===== src/rtl/freq_peak_detect.sv =====
// freq_peak_detect: per-frame peak search over a polar bin stream.
// Ports: sink_* polar beats in, source_* one result per frame out, drop_cnt.
//
// Inputs : sink_clk, reset (async, active high), sink_sop, sink_valid,
//          sink_mag, sink_phase, threshold, source_ready.
// Outputs: source_valid, source_bin, source_mag, source_phase,
//          source_found, source_err, drop_cnt (saturating at 255).
module freq_peak_detect #(
    parameter int TOT_SIZE = 1024,
    parameter bit SKIP_DC  = 1'b1
) (
    input  logic                        sink_clk,
    input  logic                        reset,
    input  logic                        sink_sop,
    input  logic                        sink_valid,
    input  logic [31:0]                 sink_mag,
    input  logic [31:0]                 sink_phase,
    input  logic [31:0]                 threshold,
    output logic                        source_valid,
    input  logic                        source_ready,
    output logic [$clog2(TOT_SIZE)-1:0] source_bin,
    output logic [31:0]                 source_mag,
    output logic [31:0]                 source_phase,
    output logic                        source_found,
    output logic                        source_err,
    output logic [7:0]                  drop_cnt
);

    localparam int BW = $clog2(TOT_SIZE);
    localparam logic [BW-1:0] LAST_BIN = BW'(TOT_SIZE - 1);

    typedef enum logic {
        IDLE,
        SCAN
    } state_t;

    state_t          state;
    logic [BW-1:0]   bin_cnt;
    logic [BW-1:0]   best_bin;
    logic [31:0]     best_mag;
    logic [31:0]     best_phase;
    logic [31:0]     thr_q;

    logic [BW-1:0]   next_bin;
    logic            start;
    logic            cont;
    logic            abort;
    logic            take;
    logic            last;
    logic            done;
    logic [BW-1:0]   res_bin;
    logic [31:0]     res_mag;
    logic [31:0]     res_phase;
    logic            res_found;

    always_comb begin
        next_bin  = bin_cnt + BW'(1);
        start     = sink_valid && sink_sop;
        cont      = sink_valid && !sink_sop && (state == SCAN);
        abort     = start && (state == SCAN);
        // With DC skipped, bin 1 is always taken so the stored phase
        // belongs to the stored bin even when bin 1 has zero magnitude.
        take      = cont && ((sink_mag > best_mag) ||
                             (SKIP_DC && (next_bin == BW'(1))));
        last      = cont && (next_bin == LAST_BIN);
        done      = last || abort;
        // On abort take is 0, so the partial frame's best is reported.
        res_bin   = take ? next_bin   : best_bin;
        res_mag   = take ? sink_mag   : best_mag;
        res_phase = take ? sink_phase : best_phase;
        res_found = res_mag > thr_q;
    end

    always_ff @(posedge sink_clk or posedge reset) begin
        if (reset) begin
            state        <= IDLE;
            bin_cnt      <= '0;
            best_bin     <= '0;
            best_mag     <= '0;
            best_phase   <= '0;
            thr_q        <= '0;
            source_valid <= 1'b0;
            source_bin   <= '0;
            source_mag   <= '0;
            source_phase <= '0;
            source_found <= 1'b0;
            source_err   <= 1'b0;
            drop_cnt     <= '0;
        end else begin
            if (start) begin
                state   <= SCAN;
                bin_cnt <= '0;
                thr_q   <= threshold;
                if (SKIP_DC) begin
                    best_bin   <= BW'(1);
                    best_mag   <= '0;
                    best_phase <= '0;
                end else begin
                    best_bin   <= '0;
                    best_mag   <= sink_mag;
                    best_phase <= sink_phase;
                end
            end else if (cont) begin
                bin_cnt <= next_bin;
                if (take) begin
                    best_bin   <= next_bin;
                    best_mag   <= sink_mag;
                    best_phase <= sink_phase;
                end
                if (last) begin
                    state <= IDLE;
                end
            end

            // Single-entry output register; a slot frees on handshake.
            if (done) begin
                if (!source_valid || source_ready) begin
                    source_valid <= 1'b1;
                    source_bin   <= res_bin;
                    source_mag   <= res_mag;
                    source_phase <= res_phase;
                    source_found <= res_found;
                    source_err   <= abort;
                end else if (drop_cnt != 8'hFF) begin
                    drop_cnt <= drop_cnt + 8'd1;
                end
            end else if (source_valid && source_ready) begin
                source_valid <= 1'b0;
            end
        end
    end

endmodule


===== config.mk =====
export PLATFORM = sky130hd
export DESIGN_NAME = freq_peak_detect
export DESIGN_NICKNAME = d
export VERILOG_FILES = /design/src/rtl/freq_peak_detect.sv
export SDC_FILE = /design/constraint.sdc
export NUM_CORES = 1
export LEC_CHECK = 0
export ABC_AREA = 1
export CORE_ASPECT_RATIO = 0.5
export CORE_MARGIN = 1
export CORE_UTILIZATION = 48
export CTS_CLUSTER_DIAMETER = 60
export DETAILED_ROUTE_END_ITERATION = 12
export MAX_ROUTING_LAYER = met4
export PLACE_DENSITY_LB_ADDON = 0.08
export SYNTH_ARGS = -nofsm -noshare
export SYNTH_HDL_FRONTEND = slang
export SYNTH_SLANG_ARGS = --single-unit

===== constraint.sdc =====
create_clock -name sink_clk -period 6.3 [get_ports sink_clk]
set_clock_uncertainty 0.2 [all_clocks]
set_input_delay 0.945 -clock sink_clk [delete_from_list [all_inputs] [get_ports sink_clk]]
set_output_delay 0.945 -clock sink_clk [all_outputs]
set_load 0.05 [all_outputs]

Word-level counts from Yosys, hierarchy flattened
Cells that the tools add are included.

word-level totals
  register bits after elaboration = 202
  input port bits = 101
  output and inout bits = 85
  logic and storage cells = 58

cells by class
  add/subtract/negate cells = 2
  order comparisons = 2
  eq/ne operators = 4
  multiplexer cells = 17
  bitwise operators = 1
  reduce and logical (&&, ||, !) cells = 19

operator list
  kind                     count
  $mux W32                 6
  $gt A32 B32 Y1           2
  $mux W10                 5
  $add A10 B1 Y10 const B  1
  $eq A10 B1 Y1 const B    1
  $eq A10 B10 Y1 const B   1
  $add A8 B1 Y8 const B    1
  $ne A8 B8 Y1 const B     1
  $logic_and A1 B1 Y1      7
  $mux W1                  6
  $reduce_and A2 Y1        3
  $reduce_bool A2 Y1       3
  $logic_or A1 B1 Y1       3
  $reduce_and A3 Y1        1
  $logic_not A1 Y1         2
  $ne A2 B1 Y1 const B     1
  $not A1 Y1               1

Depth between registers and ports, before layout
Gate-level depths: netlist (run 1).

  depth in word-level cells = 7
  depth in mapped cells = 32
  gate-level depth less buffers = 30

Worst setup path after synthesis (run 1)
OpenSTA, ideal clock, no wires.

  path type = in2reg
  start point = input port sink_mag[31]
  end point = register source_found
  data arrival time = 3,378 ps
  data required time = 5,982 ps
  slack = 2,605 ps
  stages on the path = 19
  path buffers = 1
  path through = ha_1 nand2_1 nor2_1 nand2_1 nor2_1 nand4_1 nand2_1 nand2_1 nand2_1 clkbuf_1 nand2_1 nand2_1 inv_1 ha_1 nand4_1 nor4_1 nand4_1 nand3_1 nand2_1

on the way
  longest elaborated chain between the ends = 5

ends and longest elaborated chain
  what                  RTL line  RTL
  start, declared       16        input logic [31:0] sink_mag,
  $gt A32 B32 Y1        63        take = cont && ((sink_mag > best_mag) ||
  $logic_or A1 B1 Y1    63
  $logic_and A1 B1 Y1   63
  $mux W32              n/a
  net res_mag[27]       52        logic [31:0] res_mag;
  $gt A32 B32 Y1        71        res_found = res_mag > thr_q;
  end signal, assigned  122       source_found <= res_found;
  end, declared         24        output logic source_found,

The timed path passes the listed nets, and every way through them passes these cells.
A chain may end at the register's enable or synchronous reset.

Final worst setup path (run 1)
  start point = input port sink_mag[23]
  end point = register source_found

on the way
  longest elaborated chain between the ends = 5

ends and longest elaborated chain
  what                 RTL line
  $gt A32 B32 Y1       63
  $logic_or A1 B1 Y1   63
  $logic_and A1 B1 Y1  63
  $mux W32 *           n/a
  $gt A32 B32 Y1 *     71

Every way passes the cells marked *; elsewhere a longest branch is shown, timed or not.

==> impl_metrics.csv, run 1 <==
group,metric,value,unit
outcome,status,"completed",
cts,cts_resized,0,
timing,finalCritPeriodShare,81.2,%
timing,rsz0062_at_grt,"false",
min_path,holdPathStages,2,
synth,synth.avg_cell_area,8.08,um^2
detailed_routing,via_count,9034,
synth,ys_ff_latch,202,
floorplanning,design.core.area,21000,um^2
detailed_routing,drtIter0Drc,475,
synth,synth_top_area_share,48.0,%
cts,cts_made_buffers,20,
detailed_routing,drt-total-wl,26.8,mm
synth,synth_area,10500,um^2
grt,grt_pass1_vias,8832,
pwr,ir_drop,225,uV
finish,fin_nets,1634,
timing,hold_viol_final,0,
timing,worst_pin_slew,1.04,ns
synth,ys_warn_count,0,
timing,maxSlewHeadroom,30.4,%
floorplanning,design.die.area,22600,um^2
worst_setup_path,rrSetupSlack,1.71,ns
detailed_routing,dr.pass1.iters,5,
detailed_routing,drc,0,
synth,synth_compound_area_share,4.89,%
detailed_routing,viasPerCell,5.11,
synth,synth_xor_area_share,0.748,%
grt,grt_max_degree,99,
cts,post_cts_buffers,0,
synth,synth_edf_count,0,
floorplanning,num_rows,37,
placed_design,post_dp_cell_area,12500,um^2
timing,setup_viol,0,
min_path,min_from,"source_phase[12]",
floorplanning,initial_utilization,50.1,%
synth,seq_area_frac_synth,48.0,%
worst_setup_path,r2r_cells,25,
grt,grt_pass1_wl,43.5,mm
cts,cts_max_level,1,
synth,ys_types,30,
timing,max_freq,195,MHz
floorplanning,dieHeight,107,um
synth,synthMuxAreaShare,0,%
worst_setup_path,r2r-end,"source_found",
worst_setup_path,start_kind,"input port",
synth,synthesis.nets,1473,
synth,yosys-top-cells-count,"nand2_1 (434), dfrtp_1 (202), inv_1 (163), nor2_1 (92), nand3_1 (91)",
synth,synthSimpleGateAreaFrac,29.2,%
synth,yosysMostFrequentCell,"nand2_1",
pwr,power_density,349,nW/um^2
worst_setup_path,worstReg2RegStart,"best_mag[23]",
grt,grt.overflow.total,0,
worst_setup_path,cp.arrival,5.31,ns
grt,antenna_found_initial,0,
cts,cts_tree,"built",
worst_setup_path,crit_required,6.49,ns
min_path,worstHoldPathType,"flop to flop",
synth,netlist_instances,1304,
worst_setup_path,worst-path-max-fanout,43,
placed_design,dp_hpwl,18.4,mm
min_path,hold_end,"source_phase[12]",
detailed_routing,avgRoutedWirePerCell,15.1,um
pwr,p_leak,0.00682,uW
floorplanning,die_w,212,um
placed_design,portBuffers,185,
grt,grtUsageTotal,24.9,%
cts,hold_buffers,0,
run,maxCapViolCount,0,
cts,clk_latency,0.50,ns
finish,area_growth,24.6,%
cts,cts_max_path_buffers,3,
timing,finalSetupTns,0,ns
worst_setup_path,crit_type,"input port to flop",
floorplanning,top_level_ports,186,
timing,maxSlewViolCount,0,
finish,diodes,0,
finish,drive_gt1_share,3.59,%
cts,clkTransAtPathRegs,0.07,ns
worst_setup_path,endpoint_kind,"flop",
detailed_routing,ant_nets,0,
synth,synthFlopType,"dfrtp_1",
placed_design,gp_congestion,0.884,
synth,yosys.area.top_type,"dfrtp_1",
synth,async_reset_ff_share,100,%
synth,synth_area_leaders,"dfrtp_1 (48%), nand2_1 (15%), ha_1 (8.1%)",
synth,synthAdderAreaFrac,8.07,%
synth,synth_top_family_by_area,"simple AND/OR/NAND/NOR gates",
finish,design_area,13100,um^2
cts,clkSinkCount,202,
finish,final_util,62.5,%
cts,cts-root-buf,"clkbuf_16",
timing,period_minus_slack,5.12,ns
layout by cell type, fill, tap and decap left out, drive strengths merged:
cell type / Yosys / layout
nor3: 2 / 2
dfrtp: 202 / 202
inv: 165 / 164
o22ai: 6 / 6
buf: 27 / 10
o211ai: 1 / 1
ha: 68 / 68
clkdlybuf4s50: 0 / 185
nor4: 2 / 2
o221ai: 2 / 2
nor2: 93 / 93
xnor2: 3 / 3
nand3b: 64 / 64
a21oi: 38 / 38
o21ai: 45 / 45
nand4: 16 / 16
nand3: 92 / 92
clkinvlp: 0 / 1
clkinv: 1 / 7
o21a: 3 / 3
clkbuf: 29 / 27
nand2: 437 / 437
xor2: 6 / 6
a21o: 2 / 2
per-layer routing:
| layer | vias to the layer above | routed length (um) | global-route usage, % |
|---|---|---|---|
| met1 | 4333 | 12700 | 34.1 |
| li1 | 4434 | - | - |
| met4 | 0 | 346 | 4.30 |
| met5 | - | 0 | - |
| met2 | 235 | 12400 | 40.1 |
| met3 | 32 | 1350 | 3.54 |
critical path, cell delays in order:
cell and delay, ns:
clkdlybuf4s50_1 0.43, ha_1 0.31, nand2_1 0.08, nor2_1 0.20, nand4_1 0.18, nor2_1 0.21, nand4_1 0.14, nand2_1 0.12
nand2_2 0.06, nand2_2 0.68, buf_4 0.48, nand2_1 0.12, nand2_1 0.11, ha_1 0.15, inv_1 0.04, a21oi_1 0.13
o21ai_0 0.17, nand2_1 0.10, o211ai_1 0.11, nand2_1 0.09, nand4_1 0.14, nand2_1 0.10, nand2_1 0.06, nand3_1 0.08
nand2_1 0.05
cells by family (layout without fill, tap and decap cells):
logic type	count (synthesis)	count (layout)
buffers and inverters	222	394
AND/OR/NAND/NOR	706	706
flip-flops	202	202
XOR/XNOR	9	9
adder cells (fa/ha/maj)	68	68
AO/OA/AOI/OAI	97	97
state kept, by name, summed over array words and instances (netlist names):
| register | cells |
|---|---|
| source_bin | 10 |
| bin_cnt | 10 |
| best_bin | 10 |
| state | 1 |
| best_phase | 32 |
| thr_q | 32 |
| source_phase | 32 |
| source_mag | 32 |
| drop_cnt | 8 |
| source_err | 1 |
| source_found | 1 |
| best_mag | 32 |
| source_valid | 1 |
worst max-delay path by stage:
stage	slack, ns	start	endpoint
floorplan	2.54	reset	best_bin[0]
global placement	0.86	sink_mag[23]	source_found
detailed placement	0.81	sink_mag[23]	source_found
CTS	1.24	sink_mag[23]	source_found
global route	0.79	sink_mag[23]	source_found
finish	1.18	sink_mag[23]	source_found
report_power, final:
part | switching (uW) | total [uW] | internal, uW | leakage, uW
logic | 1170 | 1770 | 597 | 0.00394
registers | 127 | 1680 | 1550 | 0.00258
clock network | 497 | 1140 | 641 | 0.000307
total | 1800 | 4590 | 2790 | 0.00682
final cells by class:
type,count,area (um^2)
Sequential cell,202,5050
Fill cell,1921,7880
Tap cell,292,365
Clock inverter,6,30.0
Clock buffer,27,578
Multi-Input combinational cell,880,4540
Timing Repair Buffer,195,1940
Inverter,166,631
per-stage QoR:
stage | cells | total power, uW | hold WS, ns | worst slack [ns]
3_3_place_gp | 1735 | 3430 | 0.263 | 0.859
6_report | 1768 | 4590 | 0.277 | 1.18
3_5_place_dp | 1735 | 3470 | 0.265 | 0.806
5_1_grt | 1768 | 4860 | 0.297 | 0.785
4_1_cts | 1768 | 4630 | 0.283 | 1.24
2_1_floorplan | 1304 | 2900 | 0.255 | 2.54
(Power assumes the default switching activity.)
==> run 2, diff against run 1 <==
--- a/config.mk
+++ b/config.mk
@@ -8,7 +8,7 @@
 export ABC_AREA = 1
 export CORE_ASPECT_RATIO = 0.5
 export CORE_MARGIN = 1
-export CORE_UTILIZATION = 48
+export CORE_UTILIZATION = 53
 export CTS_CLUSTER_DIAMETER = 60
 export DETAILED_ROUTE_END_ITERATION = 12
 export MAX_ROUTING_LAYER = met4
==> constraint.sdc (replaced) <==
create_clock -name sink_clk -period 4.9 [get_ports sink_clk]
set_clock_uncertainty 0.2 [all_clocks]
set_input_delay 0.735 -clock sink_clk [delete_from_list [all_inputs] [get_ports sink_clk]]
set_output_delay 0.735 -clock sink_clk [all_outputs]
set_load 0.05 [all_outputs]
==> run 2 against run 1 <==
Compared with the run above:
- sequential power up 29%
- wire length up 0.41%
- critical path depth did not move
- critical endpoint unchanged
- highest routed layer unchanged
- flip-flop and latch count unchanged
- via count is 0.61% higher
- final area is 0.62% higher
- first-iteration DRC count up 29%
- hold slack got worse by 0.0012 ns
- setup slack got worse by 0.57 ns
- final cell count fell by 1.1%
==> impl_metrics.csv, run 2 (synthesized netlist as in run 1, its figures left out) <==
group,metric,value,unit
outcome,status,"completed",
timing,finalSetupTns,0,ns
worst_setup_path,start_kind,"input port",
cts,clk_latency,0.50,ns
grt,grt_pass1_wl,44.5,mm
timing,maxSlewViolCount,0,
timing,finalCritPeriodShare,87.5,%
placed_design,portBuffers,185,
timing,max_freq,233,MHz
timing,worst_pin_slew,0.896,ns
timing,maxSlewHeadroom,40.3,%
pwr,p_switching,2340,uW
worst_setup_path,crit_type,"input port to flop",
detailed_routing,drt-total-wl,26.9,mm
timing,hold_viol_final,0,
pwr,power_density,457,nW/um^2
cts,cts_tree,"built",
pwr,ir_drop,272,uV
floorplanning,top_level_ports,186,
floorplanning,initial_utilization,54.2,%
finish,fin_nets,1638,
pwr,sw_frac_of_total,38.7,%
grt,grtUsageTotal,27.9,%
finish,area_growth,25.4,%
cts,cts_made_buffers,20,
pwr,total_power,6040,uW
pwr,p_int,3710,uW
finish,final_util,67.9,%
pwr,seqPwrFrac,35.9,%
worst_setup_path,worstReg2RegStart,"bin_cnt[0]",
detailed_routing,dr.pass1.iters,6,
worst_setup_path,endpoint_kind,"flop",
min_path,worstHoldPathType,"flop to flop",
grt,grt.overflow.total,0,
floorplanning,design.die.area,20500,um^2
finish,diodes,0,
cts,clkSinkCount,202,
grt,grt_pass1_vias,9054,
timing,setup_viol,0,
min_path,min_from,"source_phase[7]",
cts,clkTransAtPathRegs,0.06,ns
cts,cts_max_path_buffers,3,
detailed_routing,ant_nets,0,
timing,whs,0.276,ns
cts,post_cts_buffers,0,
placed_design,gp_congestion,0.887,
cts,hold_buffers,0,
worst_setup_path,crit_required,5.08,ns
pwr,p_comb_share,38.1,%
grt,grt_max_degree,133,
run,maxCapViolCount,0,
worst_setup_path,worst-path-max-fanout,17,
detailed_routing,avgRoutedWirePerCell,15.4,um
detailed_routing,viasPerCell,5.20,
pwr,p_leak,0.00687,uW
cts,cts_max_level,1,
placed_design,dp_hpwl,18.2,mm
detailed_routing,drc,0,
finish,drive_gt1_share,3.85,%
finish,final_cell_mix,"nand2_1 (432), dfrtp_1 (202), clkdlybuf4s50_1 (185), inv_1 (161)",
cts,cts_resized,0,
worst_setup_path,cp.arrival,4.46,ns
cts,cts-root-buf,"clkbuf_16",
floorplanning,num_rows,36,
detailed_routing,via_count,9089,
pwr,clkPwrFrac,26.0,%
timing,period_minus_slack,4.29,ns
floorplanning,die_w,201,um
timing,rsz0062_at_grt,"false",
detailed_routing,drtIter0Drc,615,
grt,antenna_found_initial,0,
finish,final_common_cell,"nand2_1",
worst_setup_path,cp-startpoint,"sink_mag[29]",
floorplanning,dieHeight,102,um
floorplanning,design.core.area,19500,um^2
## run 2: cell count changes in the layout (fill, tap and decap cells not counted)
cell | previous run | this run
buf_12 | 1 | 3
buf_4 | 9 | 11
bufinv_16 | 0 | 1
clkbuf_1 | 3 | 5
clkbuf_8 | 3 | 6
clkinv_2 | 7 | 3
## run 2: worst paths after layout
kind | end | slack (ns) | depth (start not counted)
setup / recovery | source_found | 0.61 | 25
hold / removal | source_phase[7] | 0.28 | 2
setup reg to reg | source_found | 0.72 | 24
hold reg to reg | source_phase[7] | 0.28 | 2
max in group asynchronous | best_phase[3] | 3.17 | 3
min in group asynchronous | best_mag[1] | 0.60 | 3
## run 2: worst max-delay path, cell delays in order
cell	delay, ns
clkdlybuf4s50_1	0.44
ha_1	0.34
a21oi_1	0.22
o21a_1	0.14
nand2_1	0.10
a21oi_1	0.13
nand2_1	0.09
nand2_1	0.08
nand2_2	0.08
nand2_2	0.33
buf_4	0.22
nand2_1	0.07
nand2_1	0.09
inv_1	0.05
ha_1	0.29
a21oi_1	0.18
o21ai_0	0.15
nand2_1	0.09
o211ai_1	0.12
nand2_1	0.10
nand4_1	0.12
nand2_1	0.09
nand2_1	0.05
nand3_1	0.08
nand2_1	0.06
## run 2: layout make-up
cell class / instances / area [um^2]
inverter: 166 / 631
sequential: 202 / 5050
tap: 266 / 333
clock inverter: 3 / 40.0
clock buffer: 32 / 627
timing repair buffer: 199 / 1990
multi-input combinational: 880 / 4540
fill: 1609 / 6240
## run 2: through the flow
step                instances  instance area (um^2)  setup WS (ns)
global route             1748                 13200          0.325
finish                   1748                 13200          0.614
global placement         1713                 12500          0.334
detailed placement       1713                 12500          0.234
floorplan                1304                 10500           1.35
CTS                      1748                 13200          0.686
## run 2: routing by layer
metal  vias up  track usage [%]  share of wire, %
met4         0             6.18               1.6
met1      4361             38.4                48
met2       245             44.4                45
met3        41             3.80               5.3
li1       4442                -                 -
met5         -                -                 0
## run 2: power by group through the flow
stage	sequential (uW)	combinational (uW)	clock, uW
after floorplan	2820	908	0
after global placement	2180	2240	0
after detailed placement	2200	2290	0
after CTS	2170	2310	1600
after global routing	2210	2520	1660
final	2170	2300	1570
==> run 3, diff against run 2 <==
--- a/config.mk
+++ b/config.mk
@@ -6,6 +6,7 @@
 export NUM_CORES = 1
 export LEC_CHECK = 0
 export ABC_AREA = 1
+export CAP_MARGIN = 10
 export CORE_ASPECT_RATIO = 0.5
 export CORE_MARGIN = 1
 export CORE_UTILIZATION = 53
==> results of run 3 <==
Final layout, timing and power as in run 2 (identical DEF).
==> edit (settings of run 1) <==
The parameter `SKIP_DC` goes from 1'b1 to 1'b0.
--- a/src/rtl/freq_peak_detect.sv
+++ b/src/rtl/freq_peak_detect.sv
@@ -7,7 +7,7 @@
 //          source_found, source_err, drop_cnt (saturating at 255).
 module freq_peak_detect #(
     parameter int TOT_SIZE = 1024,
-    parameter bit SKIP_DC  = 1'b1
+    parameter bit SKIP_DC  = 1'b0
 ) (
     input  logic                        sink_clk,
     input  logic                        reset,
Function: changed (Yosys sat finds a counterexample within 4 cycles, from zero or initial values and one cycle with reset high).
==> edit against run 1 <==
  * Utilization rose by 0.47 points
  * Synthesized area up 0.25%
  * Power is 6.9% higher
  * Sequential cell count stayed put
  * Register-to-register slack improved by 0.63 ns
  * Worst setup slack improved by 0.58 ns
  * Synthesized cell count rose by 7.1%
  * Count of clock-buffer cells in the layout increased by 1
  * Cell area increased by 0.97%
  * Routed wire length up 4.6%
  * Hold slack got worse by 0.0060 ns
  * Critical endpoint unchanged
  * Largest cell class unchanged
  * Highest routed layer unchanged
==> edit: results (changes against run 1) <==
grt:
  grt_pass1_vias: 9262  # was 8832
  track_usage: 0.262  # was 0.249
  grt_antenna_before_repair: 3  # was 0
  grt_pass1_wl_um: 45900  # was 43500 um
  grt_start_max_net_pins: 105  # was 99
routing:
  via_count: 9430  # was 9034
  drt_iter0_drc: 582  # was 475
  drt_pass1_iterations: 5  # unchanged
  met3_wirelength_um: 1810  # was 1350 um
  wl_met1_um: 13100  # was 12700 um
  top_layer: "met4"  # unchanged
  dr_wl_met2_um: 12600  # was 12400 um
  wl_um: 28000  # was 26800 um
clock_network:
  cts_buffer_depth: 3  # unchanged
pwr:
  ir_drop_v: 0.000256  # was 0.000225 V
  leakage_uw: 0.00703  # was 0.00682 uW
setup_path:
  crit_fanout: 62  # was 43
  reg2reg_slack_ns: 2.34  # was 1.71 ns
  r2r_start: "state$_DFFE_PP0P_"  # was best_mag[23]$_DFFE_PP0P_
  startpoint: "sink_sop"  # was sink_mag[23]
synthesis:
  ys_types: 33  # was 30
  syn_area_per_cell_um2: 7.56  # was 8.08 um^2
  synth.most_common_cell: "nand2_1"  # unchanged
  synth_nets: 1565  # was 1473
  synth_area_leaders: "dfrtp_1, nand2_1, ha_1, nand3_1, inv_1"  # was dfrtp_1, nand2_1, ha_1, inv_1, nand3b_1
  synth.yosys.seq_area_share: 0.478  # was 0.480
cells_and_area:
  fillCellCount: 1883  # was 1921
  drive_above_1_share: 0.0377  # was 0.0359
  nNetsFinal: 1718  # was 1634
place:
  place_congestion: 0.884  # about the same
  place_hpwl_um: 18700  # was 18400 um
run_status:
  outcome: "completed"  # unchanged
worst_hold_path:
  min-delay-start: "source_err$_DFFE_PP0P_"  # was source_phase[12]$_DFFE_PP0P_
sta:
  worst_pin_slew_ns: 1.09  # was 1.04 ns
## edit: final timing paths
| check | to | cells past startpoint |
|---|---|---|
| worst max-delay path | source_found$_DFFE_PP0P_ | 15 |
| worst min-delay path | source_err$_DFFE_PP0P_ | 2 |
| min in group asynchronous | source_phase[10]$_DFFE_PP0P_ | 2 |
| max in group asynchronous | source_mag[20]$_DFFE_PP0P_ | 4 |
| worst min register to register | source_err$_DFFE_PP0P_ | 2 |
| worst max register to register | source_found$_DFFE_PP0P_ | 13 |
## edit: stage by stage
step	total power, uW	cell area, um^2	setup WS, ns	hold WS (ns)	instances
after CTS	4940	13300	1.77	0.275	1856
after detailed placement	3720	12600	1.26	0.259	1820
after floorplan	3070	10600	2.54	0.255	1397
final	4910	13300	1.76	0.271	1859
after global routing	5210	13300	1.45	0.303	1859
after global placement	3680	12600	1.36	0.258	1820
## edit: cell families after synthesis
group                    Yosys count  share of synthesized area
AO/OA/AOI/OAI                     93                     0.0464
AND/OR/NAND/NOR                  860                      0.322
XOR/XNOR                           7                    0.00580
buffers and inverters            168                     0.0676
flip-flops                       202                      0.478
adder cells (fa/ha/maj)           67                     0.0793
## edit: worst max-delay path, stage by stage
cell and delay (ns):
clkdlybuf4s50_1 0.47, nand2_2 0.09, nand3_1 0.48, a21oi_4 0.58, buf_4 0.67, nand3_1 0.16
nand2_1 0.17, ha_1 0.15, nand2_1 0.07, nor2_1 0.18, nand4_1 0.18, nor2_1 0.23
nand4_1 0.13, nand4_1 0.13, nand2_1 0.06
## edit: layer usage
| layer | vias up | track usage |
|---|---|---|
| met3 | 35 | 0.0542 |
| met1 | 4491 | 0.353 |
| met2 | 234 | 0.411 |
| met4 | 0 | 0.0559 |
| li1 | 4670 | - |
| met5 | - | - |
## edit: report_power, final
part / switching, uW / internal [uW] / leakage [uW]
clock network: 531 / 678 / 0.000321
logic: 1300 / 651 / 0.00415
registers: 162 / 1590 / 0.00256
## edit: cell type report
class                           instances  share of cell area
Multi-Input combinational cell       1027               0.364
Clock buffer                           28              0.0430
Sequential cell                       202               0.381
Tap cell                              292              0.0275
Antenna cell                            3            0.000566
Inverter                              104              0.0299
Clock inverter                          8             0.00594
Timing Repair Buffer                  195               0.148
